<file path="src/rtl/pwl2real_mc.sv">
// Clocked multi-channel pwl-to-real converter: one shared evaluator per cycle,
// pending-first then round-robin, with dead-band, hold refresh and per-channel modes.
package pwl2real_pkg;
  localparam int DW = 32;
  localparam int FW = 16;
  localparam int TW = 32;

  // value(t) = a + b * (t - t0); a, b in Q(DW-FW).FW, b per clock cycle
  typedef struct packed {
    logic signed [DW-1:0] a;
    logic signed [DW-1:0] b;
    logic [TW-1:0]        t0;
  } pwl_t;
endpackage

module pwl2real_mc
  import pwl2real_pkg::*;
#(
  parameter int NCH      = 4,
  parameter int DV       = 0,
  parameter int MAX_HOLD = 16,
  parameter int CW       = 16,
  localparam int CHW     = (NCH > 1) ? $clog2(NCH) : 1
) (
  input  logic                 clk,
  input  logic                 rst,
  input  logic                 en,
  input  pwl_t                 in [NCH],
  input  logic [2*NCH-1:0]     mode,
  input  logic [NCH-1:0]       pk_clr,
  output logic signed [DW-1:0] out [NCH],
  output logic [NCH-1:0]       upd,
  output logic [CHW-1:0]       cur_ch,
  output logic [CW-1:0]        upd_cnt
);

  localparam int HW = $clog2(MAX_HOLD + 1);
  localparam int EW = DW + 2;
  localparam logic [HW-1:0] HMAX = HW'(MAX_HOLD);
  localparam logic [CHW-1:0] CLAST = CHW'(NCH - 1);

  logic [HW-1:0]        hold [NCH];
  pwl_t                 prv [NCH];
  logic                 prv_vld;
  logic [NCH-1:0]       pend;
  logic [NCH-1:0]       clr;
  logic [CHW-1:0]       rr;
  logic [TW-1:0]        now;

  logic [NCH-1:0]       evt;
  logic [NCH-1:0]       clr_eff;
  logic [NCH-1:0]       sel_oh;
  logic [CHW-1:0]       sel;
  logic                 served;
  pwl_t                 p;
  logic [TW-1:0]        dt;
  logic [DW-1:0]        prod;
  logic signed [DW-1:0] v;
  logic signed [EW-1:0] ve;
  logic signed [EW-1:0] oe;
  logic signed [EW-1:0] dve;
  logic signed [EW-1:0] diff;
  logic signed [EW-1:0] ad;
  logic [1:0]           m;
  logic                 hit;
  logic                 do_upd;

  // prv_vld masks the first compare after reset, when prv is not yet loaded
  always_comb begin
    evt = '0;
    for (int k = 0; k < NCH; k++) begin
      evt[k] = prv_vld && (in[k] != prv[k]);
    end
  end

  always_comb begin
    sel = rr;
    for (int k = NCH - 1; k >= 0; k--) begin
      if (pend[k]) sel = CHW'(k);
    end
  end

  assign served  = |pend;
  assign clr_eff = clr | pk_clr;
  assign sel_oh  = en ? (NCH'(1) << sel) : '0;

  assign p    = in[sel];
  assign dt   = now - p.t0;
  assign prod = p.b * DW'(dt);
  assign v    = p.a + $signed(prod);

  assign ve   = EW'(v);
  assign oe   = EW'(out[sel]);
  assign dve  = EW'(DV);
  assign diff = ve - oe;
  assign ad   = diff[EW-1] ? -diff : diff;
  assign m    = mode[{sel, 1'b0} +: 2];

  always_comb begin
    hit = 1'b0;
    unique case (m)
      2'd0: hit = (ad >= dve) && (diff != '0);
      2'd1: hit = ve > oe + dve;
      2'd2: hit = ve < oe - dve;
      2'd3: hit = 1'b0;
    endcase
  end

  assign do_upd = en &&
    (clr_eff[sel] || (m != 2'd3 && (hit || hold[sel] >= HMAX)));

  always_ff @(posedge clk or posedge rst) begin
    if (rst) begin
      out     <= '{default: '0};
      hold    <= '{default: '0};
      prv     <= '{default: '0};
      prv_vld <= 1'b0;
      pend    <= '1;
      clr     <= '0;
      rr      <= '0;
      now     <= '0;
      upd     <= '0;
      cur_ch  <= '0;
      upd_cnt <= '0;
    end else begin
      now     <= now + TW'(1);
      prv     <= in;
      prv_vld <= 1'b1;
      pend    <= (pend & ~sel_oh) | evt;
      clr     <= clr_eff & ~sel_oh;
      upd     <= '0;
      if (en) begin
        cur_ch <= sel;
        if (!served) rr <= (rr == CLAST) ? '0 : rr + CHW'(1);
        for (int k = 0; k < NCH; k++) begin
          if (do_upd && sel == CHW'(k)) begin
            hold[k] <= '0;
            out[k]  <= v;
            upd[k]  <= 1'b1;
          end else if (hold[k] != HMAX) begin
            hold[k] <= hold[k] + HW'(1);
          end
        end
        if (do_upd) upd_cnt <= upd_cnt + CW'(1);
      end
    end
  end

endmodule

</file>
<file path="config.mk">
export PLATFORM = sky130hd
export DESIGN_NAME = pwl2real_mc
export DESIGN_NICKNAME = d
export VERILOG_FILES = /design/src/rtl/pwl2real_mc.sv
export SDC_FILE = /design/constraint.sdc
export NUM_CORES = 2
export LEC_CHECK = 0
export CORE_ASPECT_RATIO = 0.8
export CORE_MARGIN = 2
export CORE_UTILIZATION = 33
export DETAILED_ROUTE_END_ITERATION = 12
export PLACE_DENSITY_LB_ADDON = 0.3
export SLEW_MARGIN = 0
export SYNTH_ARGS = -nofsm -noshare
export SYNTH_HDL_FRONTEND = slang
export SYNTH_SLANG_ARGS = --single-unit
export TNS_END_PERCENT = 30
</file>
<file path="constraint.sdc">
create_clock -name clk -period 30.7 [get_ports clk]
set_clock_uncertainty 0.2 [all_clocks]
set_input_delay 9.21 -clock clk [delete_from_list [all_inputs] [get_ports clk]]
set_output_delay 9.21 -clock clk [all_outputs]
set_load 0.05 [all_outputs]
</file>
## Yosys cells after proc, flatten, opt, wreduce, memory -nomap -nowiden

Cells that the tools add are included.

- Bits in registers: 597
- Logic and storage cells: 134
- Output and inout port bits: 150

- $mul: 1
- Bitwise gates (word level): 7
- Multiplexer cells: 32
- Reductions and logical operators: 31
- Shifts and indexed selects: 2
- Eq/ne operators: 16
- Magnitude comparators: 6
- $add $sub $neg: 11

Operator list:

| operator | count |
|---|---|
| != test 96 bit | 4 |
| binary-select mux 96 bit (select 2 bit) | 1 |
| two-way mux 96 bit | 2 |
| binary-select mux 32 bit (select 2 bit) | 1 |
| two-way mux 32 bit | 2 |
| two-way mux 5 bit | 10 |
| >= comparator 34 x 1 -> 1 bit (second input constant) | 1 |
| two-way mux 34 bit | 1 |
| negator 33 -> 34 bit | 1 |
| nonzero test 34 bit | 1 |
| subtractor 32 x 32 -> 33 bit | 1 |
| adder 32 x 1 -> 32 bit (second input constant) | 1 |
| adder 32 bit | 1 |
| greater-than comparator 32 bit | 1 |
| less-than comparator 32 bit | 1 |
| multiplier 32 x 32 -> 32 bit | 1 |
| subtractor 32 bit | 1 |
| adder 5 x 1 -> 5 bit (second input constant) | 4 |
| != test 5 bit (second input constant) | 4 |
| AND reduction 2 bit | 10 |
| adder 16 x 1 -> 16 bit (second input constant) | 1 |
| logical AND 1 bit | 11 |
| binary-select mux 5 bit (select 2 bit) | 1 |
| == test 2 bit (second input constant) | 5 |
| 22 further kinds | 39 |

## Longest topological paths before layout

- Word-level depth: 24
- Depth in mapped cells: 67

## Least setup slack after synthesis

No wires, ideal clock.

- Path type: input port to flip-flop
- From: input port in[2] (netlist bit)
- To: register out[64] (netlist bit)
- Data required time: 30.375 ns
- Data arrival time: 22.289 ns
- Slack: 8.086 ns
- Stages on the path: 55
- Cells stage by stage: a222oi_1 -> a21boi_0 -> ha_1 -> o21a_1 -> o31a_1 -> o31a_1 -> a221oi_1 -> o31ai_1 -> o31a_1 -> a21oi_1 -> xnor2_1 -> nand2_1 -> fa_1 -> inv_1 -> fa_1 -> inv_1 -> fa_1 -> inv_1 -> [... 19 more ...] -> xnor3_1 -> ha_1 -> inv_1 -> a211oi_1 -> nand4_1 -> a2111oi_0 -> nand4_1 -> nor4_1 -> nand4_1 -> or4_1 -> or4_1 -> nor4_2 -> or4b_1 -> buf_4 -> nor2_2 -> buf_6 -> buf_6 -> mux2_4

- Cells in the longest elaborated chain, start to end: 18
- Elaborated cells on any way between the ends: 21
- Those cells by class: add/sub: 4; mul: 1; order compare: 3; mux: 5; reduce/logical: 8

Ends and longest elaborated chain:

| element | RTL line | source |
|---|---|---|
| start, declared | 28 | `input pwl_t in [NCH],` |
| binary-select mux 96 bit (select 2 bit) (*) | 87 | `assign p = in[sel];` |
| two-way mux 96 bit (implied by the code) (*) (2 in a row) | 87 |  |
| subtractor 32 bit (*) | 88 | `assign dt = now - p.t0;` |
| multiplier 32 x 32 -> 32 bit (*) | 89 | `assign prod = p.b * DW'(dt);` |
| adder 32 bit (*) | 90 | `assign v = p.a + $signed(prod);` |
| named net v[31] | 58 | `logic signed [DW-1:0] v;` |
| subtractor 32 x 32 -> 33 bit | 95 | `assign diff = ve - oe;` |
| negator 33 -> 34 bit | 96 | `assign ad = diff[EW-1] ? -diff : diff;` |
| [... 2 more ...] | n/a |  |
| logical AND 1 bit | 102 | `2'd0: hit = (ad >= dve) && (diff != '0);` |
| one-hot mux 1 bit (4 select lines) (*) | 101 | `unique case (m)` |
| logical OR 1 bit (*) | 110 | `(clr_eff[sel] \|\| (m != 2'd3 && (hit \|\| hold[sel] >= HMAX)));` |
| logical AND 1 bit (*) | 110 |  |
| logical OR 1 bit (*) | 110 |  |
| logical AND 1 bit (*) | 109 | `assign do_upd = en &&` |
| logical AND 1 bit (*) | 136 | `if (do_upd && sel == CHW'(k)) begin` |
| AND reduction 2 bit (no line) (*) | n/a |  |
| end signal, assigned by index | 138 | `out[k] <= v;` |
| end, declared | 31 | `output logic signed [DW-1:0] out [NCH],` |

The timed path passes the listed nets; every way through them passes the cells marked *. The select of a mux whose other input is x is not followed.
A chain may end at the register's enable or synchronous reset.

## Final worst setup path

- From: input port in[290] (netlist bit)
- To: register out[124] (netlist bit)

Same word-level chain as after synthesis.

==> flow_summary.json <==
{
  "grt_pass1_vias": 35520,
  "antenna_left": 0,
  "min_to": "upd_cnt[15]",
  "place_ws_ps": 4273,
  "layout_min_cycle_time_ps": 26020,
  "core.rowCount": 120,
  "setup_violations": 0,
  "h-tree-depth": 2,
  "die_h_um": 332.7,
  "routabilityCongestion": 0.9879,
  "async_flop_share_pct": 100.0,
  "yosysTopAreaCell": "dfrtp_1",
  "coreArea_mm2": 0.1339,
  "final_max_slew_viol_count": 0,
  "syn_nets": 5261,
  "final_hold_viol_count": 0,
  "initial_core_util_pct": 33.28,
  "post-cts-setup-buffers": 0,
  "fin_crit_sh_pct": 84.77,
  "ys.flop_type": "dfrtp_1",
  "timing.rr.start": "pend[2]",
  "crit_fanout": 23,
  "synthCells": 4223,
  "drc": 0,
  "fmax_ghz": 0.03843,
  "reg2reg_depth": 58,
  "rrSetupSlack_ps": 11960,
  "min-delay-start": "upd_cnt[15]",
  "status": "finished, final reports clean",
  "multi_input_area_mm2": 0.02728,
  "drt-initial-drc-count": 3544,
  "drive_above_1_share_pct": 7.442,
  "cap_violations": 0,
  "grt_pass1_wl_mm": 265.1,
  "placed_area_mm2": 0.05245,
  "end_kind": "flop",
  "required_ps": 31000,
  "clock_sinks": 597,
  "setup_tns_ps": 0,
  "fin_area_mm2": 0.05442,
  "synthTopCellsByArea": "dfrtp_1, fa_1, xor2_1",
  "io_buffers": 548,
  "cts_tree": "yes",
  "synth.cell_area_mm2": 0.04457,
  "grt_max_degree": 123,
  "ys_top_cells_by_count": "dfrtp_1, inv_1, fa_1",
  "rsz0062_at_grt": "false",
  "regArea_mm2": 0.01494,
  "syn_area_per_cell_um2": 10.55,
  "yosysMostFrequentCell": "dfrtp_1",
  "synth_cell_types": 77,
  "relSlewSlack_pct": 8.128,
  "grt_overflow_total": 0,
  "layout.nets": 5788,
  "cts_made_buffers": 57,
  "cts_buffer_depth": 3,
  "io_pins": 549,
  "hold_slack_ps": 283.1,
  "cpPeakStageDelay_ps": 740,
  "arrival_ps": 26330,
  "grt_usage_pct": 26.63,
  "ys_ff_latch": 597,
  "setup_ws_ps": 4676,
  "syn_to_final_growth_pct": 22.10,
  "ys_warn_count": 0,
  "cpMostUsedCell": "xnor2_1",
  "hp-class": "reg -> reg",
  "cp_top_family": "adder cells",
  "synth_top_area_share_pct": 33.30,
  "vias": 35480,
  "rr_endpoint": "out[124]",
  "antenna_found_initial": 33,
  "min_path_cells": 1,
  "cts_hold_buf": 0,
  "ctsResizeCount": 0,
  "n_fill_cell": 13030,
  "slowest_stage": "or4b_1",
  "worstSkewPairLatency_ps": 680,
  "ys_seq_area_share_pct": 33.53,
  "cts_root_buf": "clkbuf_16",
  "startpoint_type": "input pin",
  "clk_pin_slew_ps": 70,
  "viasPerCell": 5.384,
  "tightest_slew_ps": 1365,
  "die_x_um": 414.9,
  "critPathBufInv": 7,
  "wire_per_inst_um": 28.17,
  "routed_wirelength_mm": 185.6,
  "synth-edff-count": 0,
  "worst-setup-path-type": "in -> reg",
  "dp_hpwl_mm": 150.1,
  "dr.pass1.iters": 9,
  "die-area_mm2": 0.1380
}
[state kept, by name, indices dropped and copies added (netlist names), 4 cells and up]
name,cells
prv,384
out,128
now,32
hold,20
upd_cnt,16
clr,4
pend,4
upd,4
[cell usage in the layout, fill, tap and decap left out, types with 11 or more instances in the layout]
cell type        instances
a21oi_1                 89
buf_4                   74
diode_2                 23
o221a_2                 11
mux2_2                 105
nor3_1                  40
nand2b_1                32
o21ai_0                 39
a222oi_1                47
nand3_1                 34
o22a_1                  54
a21boi_0                53
o221ai_1                56
nor2_1                 291
clkbuf_16               57
o21a_1                  13
or3_1                   15
a22o_1                  13
and2_1                  28
nand4_1                 64
xor2_1                 339
o31ai_1                 12
a221oi_1                12
a211oi_1                16
a21o_1                  31
nor4_1                  83
clkbuf_1                17
mux2_4                  28
xnor2_1                204
o22ai_1                 36
clkinv_2                14
ha_1                   199
clkdlybuf4s50_1        548
and3_1                  23
nand2_1                384
dfrtp_1                593
fa_1                   440
inv_1                  523
[cells by family after synthesis]
logic type / Yosys count / synth area share [%]
buffers and inverters: 678 / 5.845
other: 1 / 0.008415
flip-flops: 597 / 33.53
AO/OA/AOI/OAI: 573 / 9.717
XOR/XNOR: 558 / 11.16
multiplexers: 138 / 3.709
adder cells (fa/ha/maj): 639 / 25.35
AND/OR/NAND/NOR: 1039 / 10.68
[per-layer routing]
layer / routed length [um] / vias to the layer above / GRT usage, %
met2: 81150 / 1669 / 39.70
met1: 80040 / 18400 / 37.41
met5: 126 / - / 0
li1: - / 15160 / -
met4: 5388 / 20 / 7.540
met3: 18920 / 230 / 7.828
[through the flow]
stage               cells  utilization, %
floorplan            4223               -
global placement     6460           39.16
detailed placement   6460           39.16
CTS                  6566           40.59
global route         6579           40.61
finish               6589           40.63
[layout make-up]
class	instances	share of cell area, %
timing repair buffer	622	11.10
tap	1769	4.068
clock buffer	82	2.941
sequential	597	27.46
inverter	524	3.628
clock inverter	24	0.5610
antenna	23	0.1058
multi-input combinational	2948	50.13
[worst max path at each step]
stage / from / end / cells past startpoint / slack, ps
2_1_floorplan: rst / clr[0] / 1 / 4590
3_3_place_gp: in[290] / out[109] / 54 / 4550
3_5_place_dp: in[290] / out[109] / 54 / 4270
4_1_cts: in[290] / out[124] / 54 / 4860
5_1_grt: in[11] / out[124] / 53 / 3910
6_report: in[290] / out[124] / 54 / 4680
Power is not shown: default switching activity piles up to over one toggle a cycle in this logic, so the estimate is an artifact.
